## config.mk

```make
export PLATFORM = sky130hd
export DESIGN_NAME = branch_resolve_unit
export DESIGN_NICKNAME = d
export VERILOG_FILES = /design/src/rtl/branch_resolve_unit.sv
export SDC_FILE = /design/constraint.sdc
export NUM_CORES = 1
export LEC_CHECK = 0
export CAP_MARGIN = 30
export CELL_PAD_IN_SITES_DETAIL_PLACEMENT = 1
export CELL_PAD_IN_SITES_GLOBAL_PLACEMENT = 1
export CORE_MARGIN = 2
export CORE_UTILIZATION = 33
export DETAILED_ROUTE_END_ITERATION = 10
export PLACE_DENSITY_LB_ADDON = 0.3
export SLEW_MARGIN = 10
export SYNTH_ARGS = -nofsm -noshare
export SYNTH_HDL_FRONTEND = slang
export SYNTH_SLANG_ARGS = --single-unit
```

## constraint.sdc

```tcl
create_clock -name clk -period 7.55 [get_ports clk]
set_input_delay 1.51 -clock clk [delete_from_list [all_inputs] [get_ports clk]]
set_output_delay 1.51 -clock clk [all_outputs]
set_load 0.01 [all_outputs]
```

## src/rtl/branch_resolve_unit.sv

```systemverilog
// branch_resolve_unit
// Resolves RV64 conditional branches on forwarded EX operands and reports
// mispredictions. A table of 2-bit saturating counters supplies fetch-stage
// predictions. Two saturating performance counters track resolved branches
// and mispredictions.
module branch_resolve_unit #(
    parameter int XLEN      = 64,
    parameter int PC_W      = 64,
    parameter int BHT_DEPTH = 16,
    parameter int CNT_W     = 32
) (
    input  logic             clk,
    input  logic             reset_n,
    input  logic [PC_W-1:0]  if_pc,
    output logic             if_pred_taken,
    input  logic             ex_valid,
    input  logic             ex_is_branch,
    input  logic [PC_W-1:0]  ex_pc,
    input  logic [2:0]       ex_funct3,
    input  logic [XLEN-1:0]  ex_rs1,
    input  logic [XLEN-1:0]  ex_rs2,
    input  logic             ex_pred_taken,
    input  logic             clr_counts,
    output logic             res_valid,
    output logic             res_taken,
    output logic             mispredict,
    output logic             illegal_br,
    output logic [CNT_W-1:0] branch_count,
    output logic [CNT_W-1:0] mispred_count
);

    localparam int IDX_W = $clog2(BHT_DEPTH);

    logic [1:0]       bht [BHT_DEPTH];
    logic [IDX_W-1:0] if_idx;
    logic [IDX_W-1:0] ex_idx;
    logic             br_event;
    logic             br_legal;
    logic             br_taken;
    logic             legal_event;
    logic             mispred_now;
    logic [1:0]       cur_ctr;
    logic [1:0]       nxt_ctr;

    // PC bits outside the index field do not take part in prediction.
    logic unused_pc_bits;
    assign unused_pc_bits = ^{if_pc[PC_W-1:IDX_W+2], if_pc[1:0],
                              ex_pc[PC_W-1:IDX_W+2], ex_pc[1:0]};

    assign if_idx = if_pc[IDX_W+1:2];
    assign ex_idx = ex_pc[IDX_W+1:2];

    // The lookup reads the stored entry, so a same-cycle update is not visible.
    assign if_pred_taken = bht[if_idx][1];

    // Decode the branch type and evaluate its condition at full operand width.
    always_comb begin
        br_taken = 1'b0;
        br_legal = 1'b1;
        case (ex_funct3)
            3'b000:  br_taken = (ex_rs1 == ex_rs2);
            3'b001:  br_taken = (ex_rs1 != ex_rs2);
            3'b100:  br_taken = ($signed(ex_rs1) <  $signed(ex_rs2));
            3'b101:  br_taken = ($signed(ex_rs1) >= $signed(ex_rs2));
            3'b110:  br_taken = (ex_rs1 <  ex_rs2);
            3'b111:  br_taken = (ex_rs1 >= ex_rs2);
            default: begin
                br_taken = 1'b0;
                br_legal = 1'b0;
            end
        endcase
    end

    assign br_event    = ex_valid & ex_is_branch;
    assign legal_event = br_event & br_legal;
    // A reserved type resolves as not-taken, so a taken prediction mispredicts.
    assign mispred_now = br_event & (br_taken ^ ex_pred_taken);

    // Saturating step of the counter for the resolving branch.
    always_comb begin
        cur_ctr = bht[ex_idx];
        nxt_ctr = cur_ctr;
        if (br_taken) begin
            if (cur_ctr != 2'b11) nxt_ctr = cur_ctr + 2'b01;
        end else begin
            if (cur_ctr != 2'b00) nxt_ctr = cur_ctr - 2'b01;
        end
    end

    // Prediction table: weakly not-taken after reset, trained by legal branches.
    always_ff @(posedge clk or negedge reset_n) begin
        if (!reset_n) begin
            for (int i = 0; i < BHT_DEPTH; i++) bht[i] <= 2'b01;
        end else if (legal_event) begin
            bht[ex_idx] <= nxt_ctr;
        end
    end

    // Registered resolution outputs; pulses last exactly one cycle.
    always_ff @(posedge clk or negedge reset_n) begin
        if (!reset_n) begin
            res_valid  <= 1'b0;
            res_taken  <= 1'b0;
            mispredict <= 1'b0;
            illegal_br <= 1'b0;
        end else begin
            res_valid  <= br_event;
            mispredict <= mispred_now;
            illegal_br <= br_event & ~br_legal;
            if (br_event) res_taken <= br_taken;
        end
    end

    // Saturating performance counters; clear wins over increment.
    always_ff @(posedge clk or negedge reset_n) begin
        if (!reset_n) begin
            branch_count  <= '0;
            mispred_count <= '0;
        end else if (clr_counts) begin
            branch_count  <= '0;
            mispred_count <= '0;
        end else begin
            if (legal_event && (branch_count != '1))
                branch_count <= branch_count + CNT_W'(1);
            if (mispred_now && (mispred_count != '1))
                mispred_count <= mispred_count + CNT_W'(1);
        end
    end

endmodule

```

Yosys cells after proc, flatten, opt, wreduce, memory -nomap -nowiden

Cells that the tools add are included.

Register bits after elaboration: 100
Bits in latches: 0
Bits in writable memories: 0
Bits in read-only memories: 0
Word-level logic and storage cells: 77
Memories kept: 0

$add $sub $neg: 4
Multiply operators: 0
Divide/modulo/power cells: 0
$lt $le $gt $ge: 7
Equal/unequal tests: 10
Shifts and indexed selects: 0
Muxes and demuxes: 18
Bitwise operators: 8
Reduce and logical (&&, ||, !) cells: 8

Operators with widths:

| cell                                                                          | number |
|---|---|
| 64-bit greater-or-equal comparator                                            | 2 |
| 64-bit less-than comparator                                                   | 2 |
| 32-bit 2-to-1 mux                                                             | 4 |
| 32-bit by 1-bit adder with 32-bit output (second input constant)              | 2 |
| 64-bit equality test                                                          | 1 |
| 32-bit != test (second input constant)                                        | 2 |
| 64-bit != test                                                                | 1 |
| 32-bit bitwise mux                                                            | 1 |
| 2-bit binary-select mux with 4-bit select                                     | 2 |
| 2-bit 2-to-1 mux                                                              | 8 |
| 3-bit equality test (second input constant)                                   | 4 |
| 5-bit greater-or-equal comparator (second input constant)                     | 2 |
| 4-bit NOT with 5-bit output                                                   | 2 |
| 2-bit demux with 4-bit select                                                 | 1 |
| 1-bit one-hot mux with 6 select lines                                         | 1 |
| 2-bit nonzero test                                                            | 3 |
| 6-bit OR reduction                                                            | 1 |
| 5-bit by 1-bit less-than comparator with 1-bit output (second input constant) | 1 |
| 1-bit AND                                                                     | 4 |
| 3-bit by 1-bit equality test with 1-bit output (second input constant)        | 1 |
| 1-bit logical AND                                                             | 3 |
| 3-bit logical NOT                                                             | 1 |
| 2-bit by 1-bit adder with 2-bit output (second input constant)                | 1 |
| 2-bit != test (second input constant)                                         | 1 |
| 4 further kinds                                                               | 4 |

Logic depth before layout (Yosys ltp)

Depth in word-level cells: 8
Mapped depth: 15

Worst setup path before layout

No wires, ideal clock.

Path type: input -> register
Start: input port ex_rs2[14]
End: register mispred_count[26]
Setup time: 0.128 ns
Arrival: 4.493 ns
Data required time: 7.422 ns
Path slack: 2.929 ns
Stages on the path: 13
Path through: inv_1 -> ha_1 -> nand4_1 -> or4_4 -> o2111ai_2 -> a221oi_1 -> and2_1 -> a221oi_4 -> nand4_2 -> a21o_1 -> buf_2 -> nor4_1 -> mux2_1

Cells in the longest elaborated chain, start to end: 6
Elaborated cells on any way between the ends: 11
Those cells by class: order compare: 4; eq/ne: 2; mux: 1; bitwise: 2; reduce/logical: 2

Ends and longest elaborated chain:

| what                                                       | line | source |
|---|---|---|
| start: declaration                                         | 21   | `input logic [XLEN-1:0] ex_rs2,` |
| 64-bit greater-or-equal comparator (tied with other cells) | 66   | `3'b111: br_taken = (ex_rs1 >= ex_rs2);` |
| 1-bit one-hot mux with 6 select lines *                    | 60   | `case (ex_funct3)` |
| 1-bit bitwise XOR *                                        | 77   | `assign mispred_now = br_event & (br_taken ^ ex_pred_taken);` |
| 1-bit AND *                                                | 77   |  |
| 1-bit logical AND *                                        | 125  | `if (mispred_now && (mispred_count != '1))` |
| 2-bit nonzero test (no source line) *                      | --   |  |
| end signal: assignment                                     | 126  | `mispred_count <= mispred_count + CNT_W'(1);` |
| end: declaration                                           | 29   | `output logic [CNT_W-1:0] mispred_count` |

Mark *: on every way between the ends. The rest lies on a longest branch, timed or not.
A chain may end at the register's enable or synchronous reset.

Worst setup path in the final report

Start: input port ex_rs2[63]
End: register mispred_count[2]

Cells in the longest elaborated chain, start to end: 6
Elaborated cells on any way between the ends: 11
Those cells by class: order compare: 4; eq/ne: 2; mux: 1; bitwise: 2; reduce/logical: 2

Ends and longest elaborated chain:

| what                                                       | line | source |
|---|---|---|
| 64-bit greater-or-equal comparator (tied with other cells) | 66   |  |
| 1-bit one-hot mux with 6 select lines *                    | 60   |  |
| 1-bit bitwise XOR *                                        | 77   |  |
| 1-bit AND *                                                | 77   |  |
| net mispred_now                                            | 41   | `logic mispred_now;` |
| 1-bit logical AND *                                        | 125  |  |
| 2-bit nonzero test (no source line) *                      | --   |  |

The timed path passes the listed nets; every way through them passes the cells marked *.

==> impl_metrics.py <==
metrics = {
    "clocking": {
        "clockBufferDepth": 2,
        "clk_transition_reported_paths_ps": 80,
        "worstSkewPairLatency_ps": 350,
        "post-cts-setup-buffers": 0,
        "post_cts_resize_count": 0,
        "cts-buffers-inserted": 9,
        "root_driver": "sky130_fd_sc_hd__clkbuf_16",
        "cts_hold_repair.buffers": 0,
        "cts_tree": "built",
        "h-tree-depth": 3,
        "cts_sinks": 100,
    },
    "worst_setup_path": {
        "timing.critical_path.fanout_max": 27,
        "timing.setup.critical_path_class": "in -> reg",
        "timing.critical_path.slowest_stage_cell": "sky130_fd_sc_hd__a21o_1",
        "r2r_start": "mispred_count[0]$_DFFE_PN0P_",
        "reg2reg_slack_ps": 4030,
        "r2r.worst_path.cells": 11,
        "regToRegEndpoint": "mispred_count[27]$_DFFE_PN0P_",
        "timing.critical_path.slowest_cell_delay_ps": 670,
        "worst-endpoint-required_ps": 7790,
        "critical_path.startpoint_type": "primary input",
        "critPathArrivalTime_ps": 6060,
        "cell_by_cell_listing_of_the_critical_path": "clkdlybuf4s50_1 -> inv_1 -> ha_1 -> nand4_2 -> nor4_4 -> nand4_2 -> nor4_4 -> or3_1 -> nand3_2 -> a221oi_4 -> a31o_2 -> a21o_1 -> clkinv_1 -> nand3_1 -> mux2_2",
        "crit_path_end_kind": "register",
    },
    "timing": {
        "setup_tns_ps": 0,
        "slew_headroom_pct": 41.7,
        "maxClockFrequency_mhz": 172,
        "hold_violations": 0,
        "setup_viol_count_final": 0,
        "period_minus_slack_ps": 5810,
        "timing.clock.skew_ps": 11.7,
        "slew_at_the_pin_closest_to_its_max_slew_limit_ps": 866,
        "setup_slack_ps": 1740,
        "final_min_period_over_clock_period_pct": 77.0,
        "grt_setup_unrepaired": "no",
        "report.final.slew_viol_count": 0,
    },
    "power": {
        "vdd_drop_max_v": 0.000101,
        "leakage_nw": 4.22,
        "pwr_density_cell_nw_per_um2": 137,
    },
    "place": {
        "place_ws_ps": 1280,
        "globalplace.congestion": 0.767,
        "hpwlAfterDp_um": 16300,
        "dp_cells": 1204,
        "buffer_ports.inserted": 213,
    },
    "global_route": {
        "global_route.usage.total_pct": 19.1,
        "via_count_of_the_first_global_routing_pass": 6670,
        "grt_max_degree": 61,
        "grt_overflow_total": 0,
        "grt_pass1_wl_um": 34200,
        "antenna_found_initial": 2,
    },
    "synthesis": {
        "synth.distinct_cells": 61,
        "netlist_instances": 735,
        "avgSynthCellArea_um2": 9.57,
        "synth.largest_area_cell": "sky130_fd_sc_hd__dfrtp_1",
        "post_synth_main_area_contributors": "sky130_fd_sc_hd__dfrtp_1 (30%), sky130_fd_sc_hd__ha_1 (12%), sky130_fd_sc_hd__dfstp_2 (6.0%), sky130_fd_sc_hd__mux2_2 (5.8%), sky130_fd_sc_hd__mux4_2 (4.8%)",
        "synth-edff-count": 0,
        "postSynthNetCount": 1066,
        "ys_seq_elements": 100,
        "synth-seq-area-share_pct": 35.9,
        "synth_warnings": 0,
        "post-synth-top-area-fraction_pct": 29.9,
        "synth_area_um2": 7030,
        "async_set_reset_flop_share_out_of_synthesis_pct": 100,
        "postSynth.topFlopCell": "sky130_fd_sc_hd__dfrtp_1",
    },
    "final_layout": {
        "final_net_count": 1271,
        "finish.utilization_pct": 46.5,
        "instances_no_fill": 1222,
        "area_growth_syn_to_layout_pct": 38.6,
        "post_route_cells_drive_above_1_share_pct": 11.3,
    },
    "routing": {
        "number_of_antenna_violating_nets_in_the_routed_design": 0,
        "routed-via-count": 6335,
        "totalWireLength_um": 21000,
        "drt-pass1-iter-count": 4,
        "detail_route.drc_violations": 0,
        "detailed_route_wire_length_per_cell_um": 17.2,
        "drt_iter0_drc": 223,
        "avgViaCountPerCell": 5.18,
    },
    "run": {
        "cap_viol_max_count": 0,
    },
    "hold_path": {
        "hold_path_end": "res_taken$_DFFE_PN0P_",
        "min-delay-start": "res_taken$_DFFE_PN0P_",
        "min_path_type": "reg -> reg",
        "holdPathStages": 1,
    },
    "die": {
        "die_width_um": 150,
        "floorplan.die.height_um": 150,
        "io_pins": 334,
        "rows": 53,
        "area_of_the_die_um2": 22500,
        "floorplan.core_area_um2": 21000,
        "floorplan.initialDensity_pct": 33.6,
    },
    "outcome": {
        "run_status": "completed",
    },
}
[synth_stat cells, types with 6 or more instances]
library cell and count:
sky130_fd_sc_hd__dfrtp_1 84, sky130_fd_sc_hd__inv_1 72, sky130_fd_sc_hd__ha_1 66, sky130_fd_sc_hd__nand2_1 65
sky130_fd_sc_hd__a21oi_1 55, sky130_fd_sc_hd__nor2_1 55, sky130_fd_sc_hd__mux2_2 36, sky130_fd_sc_hd__nand3_1 33
sky130_fd_sc_hd__nand4_1 23, sky130_fd_sc_hd__xor2_1 22, sky130_fd_sc_hd__clkbuf_1 18, sky130_fd_sc_hd__dfstp_2 16
sky130_fd_sc_hd__mux4_2 15, sky130_fd_sc_hd__o21ai_0 15, sky130_fd_sc_hd__and3_1 14, sky130_fd_sc_hd__nor2b_1 14
sky130_fd_sc_hd__or4_1 13, sky130_fd_sc_hd__o31ai_1 12, sky130_fd_sc_hd__or3_1 10, sky130_fd_sc_hd__nor4_1 8
sky130_fd_sc_hd__mux2_1 7, sky130_fd_sc_hd__nor3_1 6
[cells in the final DEF, fill, tap and decap left out, types with 23 or more instances in the layout]
cell	count
sky130_fd_sc_hd__clkdlybuf4s50_1	211
sky130_fd_sc_hd__nand2_1	65
sky130_fd_sc_hd__nand4_1	23
sky130_fd_sc_hd__dfrtp_1	84
sky130_fd_sc_hd__inv_1	72
sky130_fd_sc_hd__mux2_2	36
sky130_fd_sc_hd__ha_1	66
sky130_fd_sc_hd__nand3_1	33
sky130_fd_sc_hd__a21oi_1	55
sky130_fd_sc_hd__nor2_1	55
[worst max path at each step]
stage | start | end | depth (start not counted)
floorplan | ex_rs2[14] | mispred_count[26]$_DFFE_PN0P_ | 13
global placement | ex_rs2[63] | mispred_count[2]$_DFFE_PN0P_ | 15
detailed placement | ex_rs2[63] | mispred_count[2]$_DFFE_PN0P_ | 15
CTS | ex_rs2[63] | mispred_count[2]$_DFFE_PN0P_ | 15
global route | ex_rs2[63] | mispred_count[2]$_DFFE_PN0P_ | 15
finish | ex_rs2[63] | mispred_count[2]$_DFFE_PN0P_ | 15
[final cells by class]
class / count / area [um2]
Inverter: 73 / 274
Clock buffer: 10 / 239
Antenna cell: 2 / 5.00
Tap cell: 275 / 344
Fill cell: 2407 / 11200
Clock inverter: 6 / 71.3
Multi-Input combinational cell: 539 / 4140
Timing Repair Buffer: 217 / 2150
Sequential cell: 100 / 2520
[cell families after synthesis]
family / Yosys count / synth area share (%)
AO/OA/AOI/OAI: 109 / 10.2
adder cells (fa/ha/maj): 68 / 12.0
flip-flops: 100 / 35.9
XOR/XNOR: 26 / 3.24
multiplexers: 59 / 11.8
AND/OR/NAND/NOR: 277 / 21.5
buffers and inverters: 96 / 5.28
[registers in the layout (all words and copies together), names as in the netlist]
signal         cells
bht               32
branch_count      32
mispred_count     32
illegal_br         1
mispredict         1
res_taken          1
res_valid          1
[per-layer routing]
layer	vias up	GRT usage [%]	share of wire, %
met3	23	5.91	7.6
li1	3052	-	-
met4	0	5.09	1.9
met5	-	0	0
met1	3101	23.9	44
met2	159	32.0	47
[power breakdown]
part           switching [mW]  total, mW  internal, mW  leakage (nW)
logic                   0.120      0.266         0.146          2.73
registers              0.0130      0.584         0.571          1.34
clock network           0.215      0.484         0.270         0.151
[per-stage QoR]
step	total power [mW]	hold slack (ps)	area [um2]
2_1_floorplan	0.724	491	7030
3_3_place_gp	0.854	494	9430
3_5_place_dp	0.862	518	9430
4_1_cts	1.36	534	9740
5_1_grt	1.41	555	9750
6_report	1.33	524	9750
[critical path, delay by kind of cell]
kind / cells / cell delay (ps)
AOI/OAI and AO/OA: 3 / 1160
adders and majority gates: 1 / 370
buffers and inverters: 3 / 1010
muxes: 1 / 350
and+or+nand+nor: 7 / 1630
(Power assumes the default switching activity.)
